### config.mk
export PLATFORM = sky130hd
export DESIGN_NAME = aes_key_sched_ctrl
export DESIGN_NICKNAME = d
export VERILOG_FILES = /design/src/rtl/aes_pkg.sv /design/src/rtl/aes_round_key_store.sv /design/src/rtl/aes_key_sched_ctrl.sv
export SDC_FILE = /design/constraint.sdc
export NUM_CORES = 2
export LEC_CHECK = 0
export BUFFER_PORTS_ARGS = -buffer_cell sky130_fd_sc_hd__buf_4
export CORE_ASPECT_RATIO = 1.25
export CORE_UTILIZATION = 45
export DETAILED_ROUTE_END_ITERATION = 10
export SLEW_MARGIN = 5
export SYNTH_ARGS = -nofsm -noshare
export SYNTH_HDL_FRONTEND = slang
export SYNTH_HIERARCHICAL = 1
export SYNTH_SLANG_ARGS = --single-unit
export TNS_END_PERCENT = 50
### constraint.sdc
create_clock -name clk -period 138.9 [get_ports clk]
set_input_delay 27.78 -clock clk [delete_from_list [all_inputs] [get_ports clk]]
set_output_delay 27.78 -clock clk [all_outputs]
set_load 0.02 [all_outputs]
### src/rtl/aes_pkg.sv
// Shared types and constants for the AES-128 key-schedule controller.
// Holds the key/word types, round constants and the controller FSM encoding.
package aes_pkg;

  typedef logic [127:0] key_128;
  typedef logic [31:0]  aes_word;

  localparam int NR     = 10;
  localparam int NUM_RK = NR + 1;

  localparam logic [7:0] RCON [NR] = '{
    8'h01, 8'h02, 8'h04, 8'h08, 8'h10, 8'h20, 8'h40, 8'h80, 8'h1b, 8'h36
  };

  typedef enum logic [1:0] {
    ST_IDLE,
    ST_LOAD,
    ST_EXPAND,
    ST_DONE
  } state_e;

  // Round constant for round 1..NR; rounds outside that range get 8'h00.
  function automatic logic [7:0] rcon_of(input logic [3:0] rnd);
    logic [7:0] rc;
    rc = 8'h00;
    for (int i = 0; i < NR; i++) begin
      if (int'(rnd) == i + 1) rc = RCON[i];
    end
    return rc;
  endfunction

endpackage

### src/rtl/aes_round_key_store.sv
// 11 x 128-bit round-key store: one write port, one registered read port.
// A read and a write to the same entry in one cycle returns the old contents.
module aes_round_key_store
  import aes_pkg::*;
(
  input  logic       clk,
  input  logic       rst,
  input  logic       we,
  input  logic [3:0] waddr,
  input  key_128     wdata,
  input  logic [3:0] raddr,
  output key_128     rdata
);

  key_128 mem [NUM_RK];

  // NOTE: the array sits in the reset branch on purpose; a reset must wipe every
  // stored round key, so this store maps to flops rather than a RAM macro.
  always_ff @(posedge clk or posedge rst) begin
    if (rst) begin
      for (int i = 0; i < NUM_RK; i++) mem[i] <= '0;
      rdata <= '0;
    end else begin
      if (we && (waddr < 4'(NUM_RK))) mem[waddr] <= wdata;
      rdata <= (raddr < 4'(NUM_RK)) ? mem[raddr] : '0;
    end
  end

endmodule

### src/rtl/aes_key_sched_ctrl.sv
// AES-128 key-schedule controller: sequences an external two-stage key generator
// through ten rounds and collects the eleven round keys into a readable store.
module aes_key_sched_ctrl
  import aes_pkg::*;
(
  input  logic       clk,
  input  logic       rst,
  input  logic       start,
  input  logic       abort,
  input  key_128     key_i,
  output logic       busy,
  output logic       done,
  output logic       keys_valid,
  output logic       kg_en,
  output logic       kg_gen_key,
  output logic       kg_next_rnd,
  output logic [7:0] kg_rcon,
  input  key_128     kg_key,
  input  logic [3:0] rk_idx,
  output key_128     rk_o
);

  state_e     state, state_n;
  logic [3:0] round, round_n;
  logic       phase, phase_n;
  logic       kv_n;
  logic       st_we;
  logic [3:0] st_waddr;
  key_128     st_wdata;

  // NOTE: sequential state uses non-blocking assignments so every register
  // samples the pre-edge values of its neighbours.
  always_ff @(posedge clk or posedge rst) begin
    if (rst) begin
      state      <= ST_IDLE;
      round      <= '0;
      phase      <= 1'b0;
      keys_valid <= 1'b0;
    end else begin
      state      <= state_n;
      round      <= round_n;
      phase      <= phase_n;
      keys_valid <= kv_n;
    end
  end

  always_comb begin
    // NOTE: every signal driven here gets a default first, so no path through
    // the case statement can leave one unassigned and infer a latch.
    state_n     = state;
    round_n     = round;
    phase_n     = phase;
    kv_n        = keys_valid;
    busy        = 1'b0;
    done        = 1'b0;
    kg_en       = 1'b0;
    kg_gen_key  = 1'b0;
    kg_next_rnd = 1'b0;
    kg_rcon     = 8'h00;
    st_we       = 1'b0;
    st_waddr    = round;
    st_wdata    = kg_key;

    unique case (state)
      ST_IDLE: begin
        if (start) begin
          state_n  = ST_LOAD;
          round_n  = 4'd1;
          phase_n  = 1'b0;
          kv_n     = 1'b0;
          st_we    = 1'b1;
          st_waddr = 4'd0;
          st_wdata = key_i;
        end
      end
      ST_LOAD: begin
        busy       = 1'b1;
        kg_en      = 1'b1;
        kg_gen_key = 1'b1;
        kg_rcon    = rcon_of(round);
        state_n    = ST_EXPAND;
      end
      ST_EXPAND: begin
        busy        = 1'b1;
        kg_en       = 1'b1;
        kg_gen_key  = 1'b1;
        kg_rcon     = rcon_of(round);
        // Only the very first expand cycle still loads key_i into stage 1.
        kg_next_rnd = (round != 4'd1) || phase;
        if (!phase) begin
          phase_n = 1'b1;
        end else begin
          st_we   = 1'b1;
          phase_n = 1'b0;
          if (round == 4'(NR)) begin
            state_n = ST_DONE;
            kv_n    = 1'b1;
          end else begin
            round_n = round + 4'd1;
          end
        end
      end
      ST_DONE: begin
        done    = 1'b1;
        state_n = ST_IDLE;
        round_n = '0;
      end
      default: state_n = ST_IDLE;
    endcase

    // Abort beats everything, including a start seen in the same cycle.
    if (abort) begin
      state_n = ST_IDLE;
      round_n = '0;
      phase_n = 1'b0;
      kv_n    = 1'b0;
      st_we   = 1'b0;
      done    = 1'b0;
    end
  end

  aes_round_key_store u_store (
    .clk   (clk),
    .rst   (rst),
    .we    (st_we),
    .waddr (st_waddr),
    .wdata (st_wdata),
    .raddr (rk_idx),
    .rdata (rk_o)
  );

endmodule

==> results_dict.tcl <==
set metrics [dict create \
    synth-seq-cells 1544 \
    drt_first_pass_iters 8 \
    n_fill_cell 13210 \
    post-route-period-util_pct 40.3 \
    yosysWarnings 6 \
    setup_viol 0 \
    clock_sinks 1544 \
    cts_made_buffers 161 \
    synthesis.area_sq_um 70400 \
    drc 34 \
    arrival_ns 28.22 \
    drv_slew 0 \
    synth_flop_cell "dfrtp_1" \
    ir_drop_mv 0.0127 \
    drv_cap 0 \
    yosysSeqAreaShare_pct 54.9 \
    antenna_found_initial 2 \
    viasPerCell 5.74 \
    swShare_pct 26.0 \
    hold_viol 0 \
    grt_pass1_wl_mm 273 \
    wl_per_cell_microns 25.2 \
    synth_cell_types 49 \
    design_area_sq_um 79700 \
    syn_to_final_growth_pct 13.3 \
    syn_avg_cell_area_sq_um 15.0 \
    gp_congestion 0.754 \
    cts_setup_buffers 0 \
    status "finished, violations left" \
    drive_above_1_share_pct 47.0 \
    synthArstFlopShare_pct 100 \
    portBuffers 405 \
    place_area_sq_um 74400 \
    grt.total_usage_pct 22.7 \
    start_kind "input pin" \
    p_leak_nw 39.0 \
    grt_pass1_vias 43436 \
    via_count 40281 \
    failed_checks "DRC" \
    drt_iter0_drc 2059 \
    cts_buffer_depth 3 \
    grt_max_degree 187 \
    die_h_microns 444 \
    gr-total-overflow 0 \
    relSlewSlack_pct 26.7 \
    ant_nets 0 \
    routed_wl_mm 177 \
    num_io_pins 406 \
    max_slew.worst_pin.slew_ns 1.10 \
    powerDensity_nw_per_um2 14.1 \
    cts_tree "done" \
    hp-class "reg -> reg" \
    core_sq_um 155000 \
    post_cts_resize_count 0 \
    post-dp-hpwl_mm 93.4 \
    htreeDepth 4 \
    min_period_ns 56.00 \
    start_util_pct 45.5 \
    seqPwrFrac_pct 46.1 \
    die-area_sq_um 158000 \
    p_sw_uw 292 \
    clkTransAtPathRegs_ns 0.06 \
    crit_path_end_kind "primary output" \
    n_antenna_cell 0 \
    fin_setup_tns_ns 0 \
    synth_top_area_cell "dfrtp_1" \
    synth_top_area_share_pct 54.9 \
    comb_power_share_pct 15.3 \
    max_freq_mhz 17.9 \
    clockPowerShare_pct 38.5 \
    finClkSkew_ns 0.0281 \
    synthTopCellsByArea "dfrtp_1 55%, mux2_2 22%, mux2i_1 5.5%" \
    die_w_microns 356 \
    path_max_fanout 13 \
    critPathKind "in -> out" \
    syn_nets 4963 \
    hold_buffers 0 \
    internal_power_uw 831 \
    synth_edf_count 0 \
    insertion_delay_ns 0.78 \
    synthCells 4691 \
    root_buffer "clkbuf_16" \
    rows 161 \
    crit_required_ns 111.12 \
    layout.nets 5132 \
    rsz0062_at_grt "no" \
]
-- layout by cell type (no fill, tap or decap), drive strengths merged, types with 2 or more instances in the layout --
| cell type | instances |
|---|---|
| dfrtp | 1544 |
| mux2 | 1536 |
| buf | 481 |
| mux2i | 385 |
| clkbuf | 251 |
| nand2b | 141 |
| mux4 | 128 |
| a221oi | 128 |
| o2bb2ai | 128 |
| a22o | 128 |
| clkinv | 20 |
| a21oi | 10 |
| nand2 | 10 |
| inv | 10 |
| ha | 8 |
| nor2b | 8 |
| nor2 | 8 |
| bufinv | 7 |
| nand3b | 6 |
| nor3b | 5 |
| a31oi | 4 |
| nand3 | 4 |
| nand4 | 3 |
| and3 | 3 |
| and2 | 3 |
| o21ai | 2 |
| or4 | 2 |
-- cell families after synthesis --
group	share of synthesized area (%)
muxes	34.8
DFF	54.9
buffers and inverters	3.43
AOI/OAI and AO/OA	5.00
and+or+nand+nor	1.76
adders and majority gates	0.142
-- worst max-delay path, cell delays in order --
cell and delay (ns):
buf_4 0.16, nor2b_1 0.13, buf_4 0.15
-- Yosys cell counts, types with 2 or more instances --
cell       instances
a31oi_1            4
ha_1               8
mux4_2           128
nand2b_1         141
mux2_2          1351
buf_1              4
nand3b_1           6
o2bb2ai_1        128
mux2_1            65
nor2_1             8
clkbuf_1         228
buf_4             17
a221oi_1         128
buf_6             40
nand3_1            4
clkbuf_4           4
o21ai_0            2
and3_1             3
buf_2            182
nand2_1            9
inv_1              7
dfrtp_1         1544
nor3b_1            5
nor2b_1            8
nand4_1            3
a22o_1           128
mux2_4           120
and2_1             2
mux2i_1          385
a21oi_1           10
-- power groups by stage --
stage               Combinational [mW]  Clock [mW]  Sequential [mW]
floorplan                        0.125           0            0.526
global placement                 0.172           0            0.524
detailed placement               0.175           0            0.526
CTS                              0.175       0.445            0.518
global route                     0.188       0.463            0.524
finish                           0.172       0.433            0.518
-- metrics by stage --
step	utilization [%]	instances	power [mW]	worst slack [ns]	hold slack (ns)
2_1_floorplan	-	4691	0.651	67.79	0.474
3_3_place_gp	48.1	6734	0.696	82.91	0.482
3_5_place_dp	48.1	6734	0.701	82.90	0.488
4_1_cts	51.5	7016	1.14	82.90	0.501
5_1_grt	51.5	7016	1.17	82.88	0.504
6_report	51.5	7016	1.12	82.90	0.500
-- registers in the layout (all words and copies together), names as in the netlist --
register       count
round              4
phase              1
u_store/rdata    128
keys_valid         1
state              2
u_store/mem     1408
-- worst paths after layout --
path / startpoint / endpoint / slack (ns) / cells after the start
worst max-delay path: abort / done / 82.90 / 3
worst min-delay path: u_store/mem[494] / u_store/mem[494] / 0.50 / 1
worst max register to register: state[0] / u_store/mem[153] / 133.03 / 10
worst min register to register: u_store/mem[494] / u_store/mem[494] / 0.50 / 1
max in group asynchronous: rst / u_store/mem[52] / 107.63 / 6
min in group asynchronous: rst / keys_valid / 27.01 / 2
-- metal layers --
metal	up-vias	routed length, microns	global-route usage, %
li1	17634	-	-
met1	21805	79000	30.5
met2	637	88600	38.7
met3	203	5940	3.07
met4	2	3010	5.44
met5	-	13	0
-- layout make-up --
class / instances / area, sq um / area share, %
Sequential cell: 1544 / 38600 / 48.5
Multi-Input combinational cell: 2665 / 29500 / 37.0
Clock buffer: 251 / 4960 / 6.22
Timing Repair Buffer: 481 / 3730 / 4.68
Tap cell: 2037 / 2550 / 3.20
Clock inverter: 31 / 355 / 0.446
Inverter: 7 / 33.8 / 0.0424
(Power assumes the default switching activity.)
